<file path="src/rtl/seq_match_pkg.sv">
// Shared types and constants for the consecutive-match detector.
package seq_match_pkg;

  typedef enum logic [1:0] {
    IDLE     = 2'd0,
    COUNTING = 2'd1,
    MATCHED  = 2'd2
  } state_t;

  localparam logic MODE_MEALY = 1'b0;
  localparam logic MODE_MOORE = 1'b1;

endpackage

</file>
<file path="src/rtl/sat_counter.sv">
// Saturating up-counter with synchronous clear; holds at all-ones.
module sat_counter #(
  parameter int unsigned W = 16
) (
  input  logic         clk,
  input  logic         reset,
  input  logic         i_clr,
  input  logic         i_inc,
  output logic [W-1:0] o_count
);

  logic [W-1:0] r_count;

  always_ff @(posedge clk) begin
    if (reset || i_clr) begin
      r_count <= '0;
    end else if (i_inc && (r_count != {W{1'b1}})) begin
      r_count <= r_count + W'(1);
    end
  end

  assign o_count = r_count;

endmodule

</file>
<file path="src/rtl/seq_match_detector.sv">
// Detects runs of MATCH_COUNT consecutive valid words matching pattern under mask,
// with selectable Mealy/Moore hit decoding and a saturating hit counter.
module seq_match_detector
  import seq_match_pkg::*;
#(
  parameter int unsigned WIDTH       = 4,
  parameter int unsigned MATCH_COUNT = 2,
  parameter int unsigned CNT_W       = 16,
  parameter int unsigned RUN_W       = $clog2(MATCH_COUNT + 1)
) (
  input  logic             clk,
  input  logic             reset,
  input  logic             clr,
  input  logic             mode,
  input  logic             in_valid,
  input  logic [WIDTH-1:0] in_data,
  input  logic [WIDTH-1:0] pattern,
  input  logic [WIDTH-1:0] mask,
  output logic             hit,
  output logic [RUN_W-1:0] run_len,
  output logic [CNT_W-1:0] hit_count
);

  state_t           r_state;
  logic [RUN_W-1:0] r_run_len;
  logic [RUN_W-1:0] w_run_inc;
  logic             w_match;
  logic             w_beat;
  logic             w_full_next;
  logic             w_hit_event;

  assign w_match     = ((in_data ^ pattern) & mask) == '0;
  assign w_beat      = in_valid & ~reset & ~clr;
  assign w_run_inc   = (r_run_len == RUN_W'(MATCH_COUNT)) ? r_run_len : r_run_len + RUN_W'(1);
  // A match completes or extends a full run exactly when the incremented count reaches the limit.
  assign w_full_next = (w_run_inc == RUN_W'(MATCH_COUNT));
  assign w_hit_event = w_beat & w_match & w_full_next;

  always_ff @(posedge clk) begin
    if (reset || clr) begin
      r_state   <= IDLE;
      r_run_len <= '0;
    end else if (in_valid) begin
      if (w_match) begin
        r_run_len <= w_run_inc;
        r_state   <= w_full_next ? MATCHED : COUNTING;
      end else begin
        r_run_len <= '0;
        r_state   <= IDLE;
      end
    end
  end

  assign hit     = (mode == MODE_MOORE) ? (r_state == MATCHED) : w_hit_event;
  assign run_len = r_run_len;

  sat_counter #(
    .W(CNT_W)
  ) u_hit_cnt (
    .clk    (clk),
    .reset  (reset),
    .i_clr  (clr),
    .i_inc  (w_hit_event),
    .o_count(hit_count)
  );

endmodule

</file>
<file path="config.mk">
export PLATFORM = sky130hd
export DESIGN_NAME = seq_match_detector
export DESIGN_NICKNAME = d
export VERILOG_FILES = /design/src/rtl/seq_match_pkg.sv /design/src/rtl/sat_counter.sv /design/src/rtl/seq_match_detector.sv
export SDC_FILE = /design/constraint.sdc
export NUM_CORES = 1
export LEC_CHECK = 0
export ABC_AREA = 1
export CAP_MARGIN = 20
export CORE_ASPECT_RATIO = 2
export CORE_MARGIN = 1.5
export CORE_UTILIZATION = 43
export DETAILED_ROUTE_END_ITERATION = 10
export PLACE_DENSITY = 0.82
export SLEW_MARGIN = 15
export SYNTH_ARGS = -nofsm -noshare
export SYNTH_HDL_FRONTEND = slang
export SYNTH_SLANG_ARGS = --single-unit
</file>
<file path="constraint.sdc">
create_clock -name clk -period 1.7 [get_ports clk]
set_clock_uncertainty 0.15 [all_clocks]
set_input_delay 0.51 -clock clk [delete_from_list [all_inputs] [get_ports clk]]
set_output_delay 0.51 -clock clk [all_outputs]
set_load 0.01 [all_outputs]
</file>
==> results of run 1 <==
power breakdown:
group	switching, W	internal [W]
clock network	0.000157	0.000167
logic	0.0000764	0.0000813
registers	0.00000128	0.000447
how the worst min path moves through the flow:
| stage | from | slack (ns) | to |
|---|---|---|---|
| after CTS | u_hit_cnt.o_count[15] | 0.35 | u_hit_cnt.o_count[15] |
| final | u_hit_cnt.o_count[15] | 0.34 | u_hit_cnt.o_count[15] |
| after global routing | u_hit_cnt.o_count[15] | 0.38 | u_hit_cnt.o_count[15] |
| after detailed placement | u_hit_cnt.o_count[6] | 0.36 | u_hit_cnt.o_count[6] |
| after floorplan | r_state[0] | 0.34 | r_state[0] |
| after global placement | u_hit_cnt.o_count[15] | 0.35 | u_hit_cnt.o_count[15] |
area by class of cell:
cell class / instances / area (um2) / share of cell area (%)
Timing Repair Buffer: 72 / 626 / 29.3
Multi-Input combinational cell: 153 / 962 / 45.0
Inverter: 19 / 78.8 / 3.69
Sequential cell: 19 / 389 / 18.2
Clock buffer: 4 / 45.0 / 2.11
Tap cell: 30 / 37.5 / 1.76
cells in the final DEF, fill, tap and decap left out, types with 5 or more instances in the layout:
master                          instances
sky130_fd_sc_hd__buf_4                 29
sky130_fd_sc_hd__a21oi_1                5
sky130_fd_sc_hd__a21oi_2               13
sky130_fd_sc_hd__o21ai_0                5
sky130_fd_sc_hd__buf_6                 15
sky130_fd_sc_hd__dfxtp_1               12
sky130_fd_sc_hd__inv_1                 11
sky130_fd_sc_hd__xnor2_1                5
sky130_fd_sc_hd__nor2_1                21
sky130_fd_sc_hd__inv_2                  5
sky130_fd_sc_hd__dlygate4sd2_1         25
sky130_fd_sc_hd__xor2_1                 6
sky130_fd_sc_hd__nand2_1               51
sky130_fd_sc_hd__dfxtp_2                7
sky130_fd_sc_hd__nand2_2               18
sky130_fd_sc_hd__nor2_4                 6
flip-flops by register name (all words and copies together), names as in the netlist:
register           cells
u_hit_cnt.o_count     16
r_state                2
run_len                1
kinds of logic after synthesis:
family | count (synthesis)
AOI/OAI and AO/OA | 25
xor gates and xnor gates | 11
adders and majority gates | 2
buffers and inverters | 23
DFF | 19
and+or+nand+nor | 114
layer usage:
layer	share of wire, %	vias up
li1	-	757
met1	34	701
met2	56	57
met3	3.7	27
met4	6.2	0
met5	0	-
per-stage QoR:
step                      hold WS, ns  setup slack, ns  power (W)  TNS [ns]
after CTS                       0.349           -0.401   0.000921     -3.89
after floorplan                 0.341           -0.136   0.000509    -0.136
after global routing            0.383           -0.458   0.000968     -4.37
after global placement          0.354            -1.09   0.000574     -9.60
after detailed placement        0.356            -1.11   0.000577    -10.22
final                           0.343           -0.403   0.000930     -3.39
worst min-delay path: cells and delay by family, from the launching register on:
family / cells / cell delay, ns
AOI/OAI and AO/OA: 1 / 0.04
DFF: 1 / 0.34
and+or+nand+nor: 1 / 0.07
what timing repair did:
item,in CTS,in global routing
buffers inserted,16,4
setup endpoints to repair,37,18
pin swaps,21,12
gates cloned,1,0
gates resized for setup,99,19
==> Implementation_results.wiki, run 1 <==
{| class="wikitable"
! Metric !! Value
|-
| Worst reg2reg path depth || 12
|-
| Cell types with the highest counts after synthesis || sky130_fd_sc_hd__nand2_1 (69), sky130_fd_sc_hd__nor2_1 (22), sky130_fd_sc_hd__dfxtp_1 (19)
|-
| Multiplexer share of the synthesized area || 0%
|-
| Number of cell rows || 28
|-
| Final non-filler cell area || 0.00214 mm2
|-
| Vertical die dimension || 80.9 um
|-
| Post-synthesis cell type count || 24
|-
| Total buffers and inverters traversed by the critical path || 3
|-
| Number of inserted filler cells in the final layout || 204
|-
| Most used flip-flop cell after synthesis || sky130_fd_sc_hd__dfxtp_1
|-
| Final-stage net count || 287
|-
| Synth Area in Simple Gates || 40.8%
|-
| Main combinational cell family by area after synthesis || simple AND/OR/NAND/NOR gates
|-
| Number of cells after detailed placement || 281
|-
| Final Wtd Congestion || 0.807
|-
| R2R setup slack || -0.25 ns
|-
| RR Startpoint || r_state[1]
|-
| Failing checks || setup timing
|-
| Path category of the worst min-delay check || flip-flop to flip-flop
|-
| Area fraction in compound gates after synthesis || 12.1%
|-
| Category of cells accounting for the largest share of critical-path delay || buffers and inverters
|-
| Arr. time, crit path || 1.44 ns
|-
| Async S/R FF share, synth || 0%
|-
| Number of H-tree branching levels || 1
|-
| Total nets after synthesis || 213
|-
| Endpoint required time on the critical path || 1.04 ns
|-
| Number of flops mapped to enable cells by yosys || 0
|-
| Worst path cell trace || dlygate4sd2_1, nor2_4, inv_4, nor2_4, nand3_4, o21ai_4, buf_6
|-
| Cells taking the most area after synthesis || sky130_fd_sc_hd__dfxtp_1 (29%), sky130_fd_sc_hd__nand2_1 (20%), sky130_fd_sc_hd__nor2_1 (6.3%), sky130_fd_sc_hd__a21oi_2 (5.4%), sky130_fd_sc_hd__inv_1 (5.2%)
|-
| Clock-pin slew on the worst setup and hold paths || 0.08 ns
|-
| Cells after synthesis || 194
|-
| GR met2 Demand/Resource || 47.2%
|-
| Synth Area in XOR/XNOR || 7.38%
|-
| Total global-route track usage || 24.4%
|-
| Number of top-level design ports || 36
|-
| Post-synthesis to final-layout area growth || 63.7%
|-
| Crit-path slowest cell || sky130_fd_sc_hd__dlygate4sd2_1
|-
| Worst max-slew margin expressed relative to the limit || 82.5%
|-
| Grt peak-use layer || met2
|-
| Hold-critical path depth || 2
|-
| PortBufs || 35
|-
| Final wirelength || 4070 um
|-
| Initial antenna violation count || 0
|-
| Worst Setup Slack, final || -0.403 ns
|-
| Achievable Freq || 0.476 GHz
|-
| VDD IR max || 0.414 mV
|-
| Slew at the pin with the worst max-slew slack || 0.263 ns
|-
| Timing startpoint of the critical path || clr
|-
| Number of search-and-repair iterations in the first detailed-routing pass || 4
|-
| Ratio of routed vias to standard cells || 5.19
|-
| Vias in the first global route || 1579
|-
| Final cell utilization of the core || 73.5%
|-
| Total of flip-flops plus latches after synthesis || 19
|-
| Remaining antenna violation count || 0
|-
| N_diodes || 0
|-
| Largest net degree at the start of global routing || 18
|-
| Most frequent cell after synthesis || sky130_fd_sc_hd__nand2_1
|-
| End of the worst register-to-register path || u_hit_cnt.o_count[15]
|-
| Status || finished with violations
|-
| Capturing element of the worst setup path || hit
|-
| Max-cap check violation count || 0
|-
| TritonCTS clock tree || built
|-
| Latest clock arrival within the worst-skew pair || 0.26 ns
|-
| Post-route DRC || 0
|-
| Type of element launching the critical path || primary input
|-
| Peak fanout along the critical path || 2
|-
| Min Tclk post-route || 2.10 ns
|-
| Unrepaired setup endpoints after global routing || yes
|-
| Buffer cell driving the clock tree root || sky130_fd_sc_hd__clkbuf_8
|-
| Effective utilization at floorplan || 44.9%
|-
| Element type at the critical path end || output port
|-
| First-pass GRT wire length || 6340 um
|-
| DRC violation total after the first TritonRoute iteration || 32
|-
| Finished Layout Cells || 297
|-
| Met1 Use GR || 19.6%
|-
| Routed WL per cell || 13.7 um
|-
| Library cell appearing most often on the critical path || sky130_fd_sc_hd__nor2_4
|-
| Final hold viol count || 0
|-
| Area of the die || 0.00340 mm2
|-
| Arithmetic-cell share of the synthesized area counting full adders, half adders and majority gates || 1.92%
|-
| Std-Cell Core Area || 0.00291 mm2
|-
| Longest individual stage delay on the worst path || 0.25 ns
|-
| Post-synth design cell area || 0.00131 mm2
|-
| Count of cell instances traversed by the critical path || 7
|-
| Ys Warns || 0
|-
| Total grt overflow || 0
|-
| Final Cycle Share || 124%
|-
| Areal power density over the cells || 435 mW/mm2
|-
| Horizontal die dimension || 42.0 um
|-
| Number of clock buffers inserted by TritonCTS || 3
|-
| Global-route track usage on met3 || 4.67%
|-
| Static power due to leakage || 0.934 nW
|-
| Maximum clock path buffer count || 2
|-
| Area after DPL || 0.00189 mm2
|-
| Final Max Slew Viols || 0
|-
| Proportion of layout cells with a drive suffix above 1 || 43.4%
|-
| Area share of the largest cell type after synthesis || 29.1%
|-
| HPWL reported at the end of detailed placement || 2700 um
|-
| Clock sink count || 19
|-
| Average size of a mapped cell || 6.73 um2
|-
| Quantity of hold-fixing buffers added after cts || 0
|-
| Area leader, netlist || sky130_fd_sc_hd__dfxtp_1
|-
| Setup-failing EPs final || 14
|-
| Via Count || 1542
|-
| Category of the most critical setup path || primary input to output port
|-
| Part of the Yosys area used for sequential elements || 29.1%
|}
No activity file was read; power rests on OpenSTA's default activity.
==> inputs of run 2 (changes only) <==
==> constraint.sdc (replaced) <==
create_clock -name clk -period 1.9 [get_ports clk]
set_clock_uncertainty 0.15 [all_clocks]
set_input_delay 0.57 -clock clk [delete_from_list [all_inputs] [get_ports clk]]
set_output_delay 0.57 -clock clk [all_outputs]
set_load 0.01 [all_outputs]
==> run 2 against run 1 <==
Effect of this change: the flow still finishes with violations (setup timing); first-iteration DRC count up 44%; hold slack better by 0.0067 ns; utilization down 3.1 points; highest routed layer unchanged.
==> Implementation_results.wiki, run 2 (synthesized netlist as in run 1, its figures left out) <==
{| class="wikitable"
! Metric !! Value
|-
| Status || finished with violations
|-
| Failing checks || setup timing
|-
| Routed wl met2 || 2090 um
|-
| Total grt overflow || 0
|-
| DRC violation total after the first TritonRoute iteration || 46
|-
| Cell internal power dissipation || 0.000611 W
|-
| Net load switching power || 0.000202 W
|-
| Via Count || 1485
|-
| Highest routed layer || met4
|-
| Static power due to leakage || 0.926 nW
|-
| Worst Setup Slack, final || -0.262 ns
|-
| Category of the most critical setup path || primary input to output port
|-
| Clock-pin slew on the worst setup and hold paths || 0.07 ns
|-
| Final hold viol count || 0
|-
| Met3 routed WL || 142 um
|-
| Proportion of layout cells with a drive suffix above 1 || 34.7%
|-
| Library cell appearing most often on the critical path || sky130_fd_sc_hd__nor2_4
|-
| Category of cells accounting for the largest share of critical-path delay || buffers and inverters
|-
| Endpoint required time on the critical path || 1.18 ns
|-
| Effective utilization at floorplan || 44.9%
|-
| Horizontal die dimension || 42.0 um
|-
| TritonCTS clock tree || built
|-
| Area of the die || 0.00340 mm2
|-
| Worst reg2reg path depth || 12
|-
| Number of clock buffers inserted by TritonCTS || 3
|-
| End of the worst register-to-register path || u_hit_cnt.o_count[7]
|-
| Final-stage net count || 279
|-
| Achievable Freq || 0.463 GHz
|-
| Unrepaired setup endpoints after global routing || yes
|-
| Hold Path Origin || u_hit_cnt.o_count[0]
|-
| Buffer cell driving the clock tree root || sky130_fd_sc_hd__clkbuf_8
|-
| Top library cells by usage in the layout, fill and taps aside || sky130_fd_sc_hd__nand2_1 (62), sky130_fd_sc_hd__buf_4 (25), sky130_fd_sc_hd__nor2_1 (20)
|-
| Std-Cell Core Area || 0.00291 mm2
|-
| Ratio of routed vias to standard cells || 5.14
|-
| Slew at the pin with the worst max-slew slack || 0.261 ns
|-
| Number of H-tree branching levels || 1
|-
| Remaining antenna violation count || 0
|-
| Element type at the critical path end || output port
|-
| Share of total power in combinational logic || 15.1%
|-
| Flip-flop count of the largest register after layout || 16
|-
| Post-route DRC || 0
|-
| Overall Power || 0.000813 W
|-
| Area taken by multi-input logic gates || 917 um2
|-
| Pre-CTS WS || -1.04 ns
|-
| Final Cycle Share || 114%
|-
| Total global-route track usage || 23.1%
|-
| Total Neg Setup Slack || -1.11 ns
|-
| Type of element launching the critical path || primary input
|-
| Clock Power Share || 35.5%
|-
| Maximum clock path buffer count || 2
|-
| Initial antenna violation count || 0
|-
| RR Startpoint || r_state[1]
|-
| Max-cap check violation count || 0
|-
| Number of search-and-repair iterations in the first detailed-routing pass || 4
|-
| Most common cell after layout, fill and taps aside || sky130_fd_sc_hd__nand2_1
|-
| Flip-flop and latch area || 390 um2
|-
| Longest individual stage delay on the worst path || 0.20 ns
|-
| Final wirelength || 3590 um
|-
| PortBufs || 35
|-
| Hold-critical path depth || 2
|-
| Met1 WL || 1230 um
|-
| R2R setup slack || -0.09 ns
|-
| Crit-path slowest cell || sky130_fd_sc_hd__clkdlybuf4s15_1
|-
| Areal power density over the cells || 397 mW/mm2
|-
| Post-synthesis to final-layout area growth || 56.8%
|-
| Setup-failing EPs final || 14
|-
| Vias in the first global route || 1545
|-
| Peak fanout along the critical path || 2
|-
| Worst path cell trace || clkdlybuf4s15_1, nor2_4, inv_4, nor2_4, nand3_4, o21ai_4, buf_2
|-
| Quantity of hold-fixing buffers added after cts || 0
|-
| Arr. time, crit path || 1.44 ns
|-
| VDD IR max || 0.330 mV
|-
| Worst max-slew margin expressed relative to the limit || 82.6%
|-
| Proportion of power drawn by flip-flops and latches || 49.3%
|-
| Largest net degree at the start of global routing || 18
|-
| Switching Share || 24.8%
|-
| Final Wtd Congestion || 0.837
|-
| Min Tclk post-route || 2.16 ns
|-
| Total buffers and inverters traversed by the critical path || 3
|-
| Clock sink count || 19
|-
| Path category of the worst min-delay check || flip-flop to flip-flop
|-
| Latest clock arrival within the worst-skew pair || 0.26 ns
|-
| First-pass GRT wire length || 6160 um
|-
| Number of cell rows || 28
|-
| HPWL reported at the end of detailed placement || 2510 um
|-
| Final Max Slew Viols || 0
|-
| Vertical die dimension || 80.9 um
|-
| Number of inserted filler cells in the final layout || 222
|-
| Worst hold margin || 0.349 ns
|-
| Routed WL per cell || 12.4 um
|-
| Endpoint with the worst hold slack || u_hit_cnt.o_count[0]
|-
| Number of top-level design ports || 36
|-
| N_diodes || 0
|}
[run 2: cell count changes in the layout (fill, tap and decap cells not counted), sizes merged]
cell / change
dlygate4sd2: -15
buf: -12
clkdlybuf4s15: +7
clkdlybuf4s50: +6
dlymetal6s2s: +6
[run 2: worst max path at each step]
stage | from | end | cells after the start
2_1_floorplan | reset | hit | 5
3_3_place_gp | in_data[1] | hit | 8
3_5_place_dp | reset | hit | 7
4_1_cts | r_state[1] | hit | 7
5_1_grt | in_data[1] | hit | 8
6_report | reset | hit | 7
[run 2: power groups by stage]
stage / Combinational, W / Clock [W] / Sequential, W
after detailed placement: 0.000104 / 0 / 0.000410
after floorplan: 0.0000428 / 0 / 0.000411
final: 0.000123 / 0.000289 / 0.000401
after global routing: 0.000134 / 0.000307 / 0.000401
after CTS: 0.000121 / 0.000292 / 0.000401
after global placement: 0.000101 / 0 / 0.000410
[run 2: stage by stage]
step / util, % / cells / instance area (um2)
floorplan: - / 194 / 1330
global placement: 63.3 / 275 / 1840
detailed placement: 63.3 / 275 / 1840
CTS: 69.3 / 289 / 2010
global route: 70.4 / 289 / 2050
finish: 70.4 / 289 / 2050
[run 2: final cells by class]
class / instances / share of cell area (%)
clock buffers: 4 / 2.20
inverters: 19 / 3.60
multi-input cells: 153 / 44.8
flip-flops and latches: 19 / 19.1
well taps: 30 / 1.83
repair buffers: 64 / 28.5
[run 2: worst register-to-register path: stages (launching register included)]
cell and delay [ns]:
sky130_fd_sc_hd__dfxtp_2 0.34, sky130_fd_sc_hd__inv_2 0.05, sky130_fd_sc_hd__ha_4 0.27, sky130_fd_sc_hd__nand2_4 0.05, sky130_fd_sc_hd__nor2_4 0.12, sky130_fd_sc_hd__nand3_4 0.09
sky130_fd_sc_hd__buf_4 0.14, sky130_fd_sc_hd__buf_4 0.12, sky130_fd_sc_hd__buf_4 0.13, sky130_fd_sc_hd__nor2_4 0.13, sky130_fd_sc_hd__buf_12 0.14, sky130_fd_sc_hd__nand2_1 0.05
sky130_fd_sc_hd__a21oi_1 0.14
[run 2: timing repair]
action                                 4_1_cts  5_1_grt
setup endpoints to repair                   28       24
setup buffers                               10        1
endpoints found under the hold margin        0        0
resized for setup                           65       18
pin swaps                                   20       16
gates cloned                                 1        0
[run 2: metal layers]
metal  track usage [%]  vias to the layer above
li1                  -                      740
met4              17.1                        0
met1              21.8                      679
met2              44.1                       52
met5                 0                        -
met3              2.44                       14
